## src/rtl/ifetch_pkg.sv

```systemverilog
// Shared types for the instruction fetch unit: fetch FSM states and the {pc, instr} queue entry.
package ifetch_pkg;

  localparam logic [31:0] IMEM_BASE = 32'h8000_0000;

  typedef enum logic [1:0] {
    BOOT,
    RUN,
    FAULT
  } fetch_state_t;

  typedef struct packed {
    logic [31:0] pc;
    logic [31:0] instr;
  } fetch_entry_t;

endpackage

```

## src/rtl/ifetch_fifo.sv

```systemverilog
// Two-entry synchronous queue of fetched {pc, instr} pairs.
// Flush empties it in one edge; the head reads all-zero while empty.
module ifetch_fifo
  import ifetch_pkg::*;
(
  input  logic         clk,
  input  logic         rst,
  input  logic         push,
  input  fetch_entry_t push_data,
  input  logic         pop,
  input  logic         flush,
  output logic [1:0]   count,
  output fetch_entry_t head
);

  fetch_entry_t mem [2];
  logic         rd_ptr;
  logic         wr_ptr;
  logic         do_pop;

  assign do_pop = pop && (count != 2'd0);
  assign head   = (count != 2'd0) ? mem[rd_ptr] : '0;

  always_ff @(posedge clk) begin
    if (push) begin
      mem[wr_ptr] <= push_data;
    end
  end

  always_ff @(posedge clk) begin
    if (rst || flush) begin
      rd_ptr <= 1'b0;
      wr_ptr <= 1'b0;
      count  <= 2'd0;
    end else begin
      if (push) begin
        wr_ptr <= ~wr_ptr;
      end
      if (do_pop) begin
        rd_ptr <= ~rd_ptr;
      end
      count <= count + 2'(push) - 2'(do_pop);
    end
  end

endmodule

```

## src/rtl/ifetch.sv

```systemverilog
// Instruction fetch: owns the PC, drives imem every cycle, queues {pc, instr} for decode.
// Optional IFETCH_MISALIGN_CHECK_EN adds a FAULT state and `fault` port for misaligned redirects.
module ifetch
  import ifetch_pkg::*;
#(
  parameter logic [31:0] RESET_PC   = IMEM_BASE,
  parameter int          FIFO_DEPTH = 2
) (
  input  logic        clk,
  input  logic        rst,
  input  logic        redirect_valid,
  input  logic [31:0] redirect_pc,
  output logic [31:0] imem_addr,
  input  logic [31:0] imem_data,
  output logic        out_valid,
  input  logic        out_ready,
  output logic [31:0] out_pc,
  output logic [31:0] out_instr
`ifdef IFETCH_MISALIGN_CHECK_EN
  ,
  output logic        fault
`endif
);

  localparam logic [2:0] DEPTH = 3'(FIFO_DEPTH);

  fetch_state_t state_q, state_d;
  logic [31:0]  pc_q;
  logic         infl_q;
  logic [31:0]  infl_pc_q;
  logic [1:0]   count;
  fetch_entry_t head;
  logic         pop;
  logic         push;
  logic         issue;
  logic         credit_ok;
  logic         misalign;

  assign imem_addr = redirect_valid ? (redirect_pc & 32'hFFFF_FFFC) : pc_q;
  assign out_valid = (count != 2'd0);
  assign out_pc    = head.pc;
  assign out_instr = head.instr;
  assign pop       = out_valid && out_ready;
  // Credit counts the in-flight response so a capture always finds a free slot.
  assign credit_ok = ({1'b0, count} + {2'b00, infl_q} - {2'b00, pop}) < DEPTH;
  // A redirect drops whatever response is returning this cycle.
  assign push      = infl_q && !redirect_valid;

`ifdef IFETCH_MISALIGN_CHECK_EN
  assign misalign = redirect_valid && (redirect_pc[1:0] != 2'b00);
  assign fault    = (state_q == FAULT);
`else
  assign misalign = 1'b0;
`endif

  always_comb begin
    state_d = state_q;
    issue   = 1'b0;
    case (state_q)
      BOOT: state_d = RUN;
      RUN: begin
        if (misalign) begin
          state_d = FAULT;
        end else begin
          issue = redirect_valid || credit_ok;
        end
      end
      FAULT: begin
        if (redirect_valid && !misalign) begin
          issue   = 1'b1;
          state_d = RUN;
        end
      end
      default: state_d = BOOT;
    endcase
  end

  always_ff @(posedge clk) begin
    if (rst) begin
      state_q   <= BOOT;
      pc_q      <= RESET_PC;
      infl_q    <= 1'b0;
      infl_pc_q <= '0;
    end else begin
      state_q <= state_d;
      infl_q  <= issue;
      if (issue) begin
        infl_pc_q <= imem_addr;
        pc_q      <= imem_addr + 32'd4;
      end
    end
  end

  ifetch_fifo u_fifo (
    .clk       (clk),
    .rst       (rst),
    .push      (push),
    .push_data ('{pc: infl_pc_q, instr: imem_data}),
    .pop       (pop),
    .flush     (redirect_valid),
    .count     (count),
    .head      (head)
  );

endmodule

```

## config.mk

```make
export PLATFORM = sky130hd
export DESIGN_NAME = ifetch
export DESIGN_NICKNAME = d
export VERILOG_FILES = /design/src/rtl/ifetch_pkg.sv /design/src/rtl/ifetch_fifo.sv /design/src/rtl/ifetch.sv
export SDC_FILE = /design/constraint.sdc
export NUM_CORES = 1
export LEC_CHECK = 0
export ABC_AREA = 1
export CORE_MARGIN = 2
export CORE_UTILIZATION = 54
export CTS_BUF_LIST = sky130_fd_sc_hd__clkbuf_8
export DETAILED_ROUTE_END_ITERATION = 10
export PLACE_DENSITY = 0.82
export SLEW_MARGIN = 10
export SYNTH_ARGS = -nofsm -noshare
export SYNTH_HDL_FRONTEND = slang
export SYNTH_SLANG_ARGS = --single-unit
```

## constraint.sdc

```tcl
create_clock -name clk -period 5.7 [get_ports clk]
set_input_delay 1.425 -clock clk [delete_from_list [all_inputs] [get_ports clk]]
set_output_delay 1.425 -clock clk [all_outputs]
set_load 0.01 [all_outputs]
```

# Yosys cells after proc, flatten, opt, wreduce, memory -nomap -nowiden
# Memories as Yosys holds them, arrays and structs flattened. A register that Yosys moved wholly into a read port is not among the register bits.
# Cells that the tools add are included.
# op_classes
n_addsub,5
order_cmp,1
eq_ne,3
n_mux,10
n_bitwise,3
reduce_logical,9
# ops
cell,n
$mux 64,1
$add 32x3->32 const B,1
$mux 32,1
$pmux 2 s3,1
$mux 1,5
$add 2x1->3,1
$logic_and 1x1->1,3
$lt 3x2->1 const B,1
$not 1->1,3
$sub 3x1->3,1
$add 2x1->2,1
$eq 2x1->1 const B,1
$eq 2x2->1 const B,1
$logic_not 2->1,1
$logic_or 1x1->1,2
$mux 2,1
$ne 2x2->1 const B,1
$pmux 1 s2,1
$reduce_and 2->1,1
$reduce_bool 2->1,1
$sub 2x1->2,1
$logic_not 1->1,1
# totals
regBits,71
ram_bits,128
input_bits,68
out_inout_bits,97
elab_cells,39
memories,1
# mem_list
name,depth,word_bits,read_ports,rd_clocked_by_memory_dff,wr,line,source
u_fifo.mem,2,64,1,1,1,ifetch_fifo.sv:16,fetch_entry_t mem [2];

# Logic depth before layout (Yosys ltp)
# logic_depth
word_depth,6
mapped_depth,18
ltp_nobuf,17

# Cells and area by module
# A second synthesis with hierarchy kept.
# unflattened
cells_unflattened,1019
hier_area_um2,9216.3
# modules_own_cells
module,instances,cells_each,area_per_inst_um2,seq_area_each_um2
ifetch_fifo,1,377,5358.9,3943.8
ifetch,1,642,3857.4,1281.2

# Worst setup path after synthesis
# No wires, ideal clock.
# synth_path
path_kind,input -> register
startpoint,input redirect_valid
endpoint,memory u_fifo.mem[1][0] (netlist name) (enable)
setup_time_ns,0.488
t_arrival_ns,4.760
required_ns,5.212
path_slack_ns,0.452
cell_stages,6
path_buffers,3
cell_sequence,buf_6 buf_6 buf_2 nor2_1 inv_1 nor2_1
# synth_between
elab_chain_len,4
# synth_rtl
item,line,source
start: declaration,ifetch.sv:11,"input logic redirect_valid,"
$logic_not 1->1,ifetch.sv:47,assign push = infl_q && !redirect_valid;
$logic_and 1x1->1,ifetch.sv:47,
named net push,ifetch.sv:34,logic push;
$mux 1,ifetch_fifo.sv:25,if (push) begin
$mux 1 (implied by the code),ifetch_fifo.sv:26,mem[wr_ptr] <= push_data;
end: declaration,ifetch_fifo.sv:16,
# The timed path passes the listed nets, and every way through them passes these cells.

# Worst setup path in the final report
# layout_path
startpoint,input redirect_valid
endpoint,output imem_addr[2]
# layout_between
elab_chain_len,1
# layout_rtl
item,line,source
$mux 32,ifetch.sv:39,assign imem_addr = redirect_valid ? (redirect_pc & 32'hFFFF_FFFC) : pc_q;
end: declaration,ifetch.sv:13,"output logic [31:0] imem_addr,"
# No other way between the ends.

==> implementation parameters <==
Parameter                              Value

Final layout
  Number of fillers in the final layout    ~1200
  Area growth from synthesis to final layout    24.8%
  Number of nets in the layout    1177
  Cell Count, Final, Fillers Out    between 1000 and 1500
  Register cell area after layout    0.00523 mm2
  Multi-input logic area    0.00289 mm2
  Antenna cells    0
  Final design instance area without fill    0.0108 mm2
  Fraction of layout cells with a size suffix above 1    around 7%

Floorplan
  Number of top-level pins    roughly 170
  Area of the core    roughly 0.016 mm2
  Row Count    between 40 and 50
  Horizontal die dimension    between 100 and 150 um
  Initial standard-cell utilization of the core    a little over half
  Die ar.    0.0171 mm2
  Height of the die    approximately 130 um

Job
  Maximum Capacitance Violations    0

Synth
  FF+latch count, synth    approximately 200
  Leading post-synthesis cells by cell area    edfxtp_1 44%, dfxtp_1 16%, nand2_1 13%, a21oi_1 5.0%, nor2_1 3.8%
  Syn avg cell area    approximately 9.0 um2
  Number of enable-type register cells in the synthesized netlist    ~130
  Number of warnings reported in the yosys synthesis log    0
  Net count of the mapped netlist    around 1000
  Count of different cell masters after synthesis    35
  Mapped cell area    a little under 0.009 mm2
  Async SR Flop Fraction    0%
  Most instantiated cells after synthesis    295 x nand2_1, 128 x edfxtp_1, 87 x nor2_1, 86 x a21oi_1, 82 x inv_1
  Post-synthesis cell type with the largest combined area    edfxtp_1
  Post-synthesis instance total    963
  Register area share after synthesis    around three fifths
  Prevailing post-synth register cell    edfxtp_1
  Cell with the most instances after synthesis    nand2_1
  Share of Yosys cell area claimed by the top area cell type    around 44%

Place
  Buffers added on ports    ~160
  Detailed placer's ending HPWL    12.8 mm
  Post-placement cell area    0.0104 mm2
  Inst Count DP    1301
  Routability congestion estimate from global placement    approximately 0.85

GRT
  Wire length of the first global-routing pass    29.6 mm
  Pin count of the biggest net entering global routing    71
  Overflow after GRT    0
  Number of global-route vias before repair    between 6000 and 7000
  GRT Total Usage    between 20% and 30%
  Initial antenna violation count    0

Routing
  Detailed-route DRC error count    0
  Routed wirelength normalized by instance count    roughly 15 um
  Vias per inst    5.15
  Number of DRC markers in iteration 0    623
  Total via count after detailed routing    about 6900
  TritonRoute pass-1 iters    5
  Remaining antenna violation count after routing    0
  Routed wire length    about 19 mm

Pwr
  Portion of total power attributed to sequential cells    between 50% and 60%
  Clock power frac    a little under a third
  Net switching component of the power    between 0.0007 and 0.0008 W
  Total power per unit cell area    272 mW/mm2
  Maximum VDD drop    between 0.00015 and 0.0002 V
  Combinational Power Share    around 14%
  Internal portion of total power    0.00219 W
  Leakage dissipation    roughly 4.2 nW
  Switching share of total power    roughly 26%

Critical path
  Cell family contributing the most delay on the critical path    buffers and inverters
  Worst Setup Start Kind    input port
  List of cells traversed by the critical path    buf_2, buf_4, nand2_1, o21ai_1, inv_1, clkdlybuf4s50_1
  Critical Path End Type    output port
  Largest fanout of any net on the critical path    29
  Kind of critical path    in -> out
  Crit path largest cell delay    about 0.50 ns
  Max stage delay cell, worst path    clkdlybuf4s50_1
  Arrival time of data at the critical path endpoint    around 3.2 ns
  Number of buffer and inverter stages on the critical path    4
  Endpoint required time on the critical path    4.28 ns

STA
  Normalized max-slew margin    a little under a quarter
  Maximum achievable frequency    roughly 220 MHz
  Total Neg Setup Slack    0 ns
  Max Slew Vio Count    0
  Transition time of the tightest slew-check pin    ~1.2 ns
  Count of endpoints failing setup in the final report    0
  Post-route fraction of the period consumed by the critical path    80.7%
  Worst clock skew    0.0112 ns
  RSZ-0062 raised after global routing    no
  Worst hold slack across all endpoints    about 0.45 ns
  Final hold violations    0
  Minimum period implied by the final worst setup slack    around 4.6 ns

Clocking
  Clock slew seen by the registers of the worst setup and hold paths    0.10 ns
  Number of gates given a new drive strength after cts    0
  Maximum root-to-sink buffer count    2
  Clock latency of the later-clocked register in the worst-skew pair    around 0.46 ns
  Number of buffers inserted during clock tree synthesis    17
  Num Clock Sinks    slightly below 200
  Cell chosen for the clock root    clkbuf_8
  Post-CTS Hold Buffers    0
  Number of H-tree levels    4
  Number of buffers added for setup after CTS    0
  Clock tree from TritonCTS    built

Outcome
  Run status    complete, no violations

Min path
  Hold Path Class    reg -> reg
cell type report:
class	instances	area share [%]
timing repair buffer	169	15.7
inverter	88	3.10
tap	216	2.50
sequential	197	48.4
clock buffer	19	2.42
clock inverter	13	1.24
multi-input combinational	631	26.7
power groups by stage:
| stage | clock (W) | sequential, W | combinational (W) |
|---|---|---|---|
| 3_3_place_gp | 0 | 0.00167 | 0.000408 |
| 3_5_place_dp | 0 | 0.00167 | 0.000417 |
| 5_1_grt | 0.000946 | 0.00165 | 0.000467 |
| 2_1_floorplan | 0 | 0.00166 | 0.000242 |
| 6_report | 0.000886 | 0.00164 | 0.000420 |
| 4_1_cts | 0.000897 | 0.00164 | 0.000420 |
cells in the final DEF (no fill, tap or decap), types with 2 or more instances in the layout:
cell type          n
a21oi_1           86
a31oi_1            4
buf_12             2
buf_4              5
bufinv_16          2
clkbuf_8          19
clkdlybuf4s50_1  161
clkinv_2           2
clkinv_4           3
clkinvlp_4         2
dfxtp_1           68
edfxtp_1         128
ha_1               4
inv_1             83
inv_2              6
inv_6              2
nand2_1          294
nand2_2           11
nand3_1           41
nand4_1            5
nor2_1            84
nor2_2            10
nor2_4             7
nor3_1             4
o211ai_1           2
o21ai_0           52
o21ai_1            6
o21ai_2            2
o21bai_1           3
or2_2              2
xnor2_1            2
xor2_1             6
state kept, by name (all words and copies together), names as in the netlist, named ones only:
name           count
u_fifo.wr_ptr      1
infl_q             1
pc_q              32
u_fifo.count       2
u_fifo.rd_ptr      1
state_q            1
infl_pc_q         30
u_fifo.mem       128
path summary, 6_finish.rpt:
check,startpoint,end,slack [ns],cells after the start
hold / removal,infl_pc_q[10],u_fifo.mem[0][42],0.45,0
setup / recovery,redirect_valid,imem_addr[2],1.10,6
setup reg to reg,u_fifo.count[1],pc_q[14],1.98,16
hold reg to reg,infl_pc_q[10],u_fifo.mem[0][42],0.45,0
through the flow:
step           util (%)  total power (W)  worst slack [ns]
2_1_floorplan         -          0.00190             0.452
3_3_place_gp       66.0          0.00207              1.08
3_5_place_dp       66.0          0.00209              1.07
4_1_cts            68.5          0.00296              1.07
5_1_grt            68.5          0.00306             0.929
6_report           68.5          0.00294              1.10
kinds of logic (layout without fill, tap and decap cells):
kind of cell | after synthesis | count (layout) | synth area share, %
compound gates | 159 | 159 | 9.68
simple gates | 459 | 459 | 21.7
flops | 197 | 197 | 60.3
fa+ha+maj | 5 | 5 | 0.809
xor+xnor | 8 | 8 | 0.809
buf+inv | 135 | 289 | 6.63
layer usage:
| layer | vias to the layer above | GRT usage [%] | wire, um |
|---|---|---|---|
| li1 | 3430 | - | - |
| met1 | 3186 | 29.1 | 8340 |
| met2 | 225 | 38.4 | 9520 |
| met3 | 30 | 3.79 | 1140 |
| met4 | 0 | 8.64 | 340 |
| met5 | - | 0 | 0 |
No activity file was read; power rests on OpenSTA's default activity.
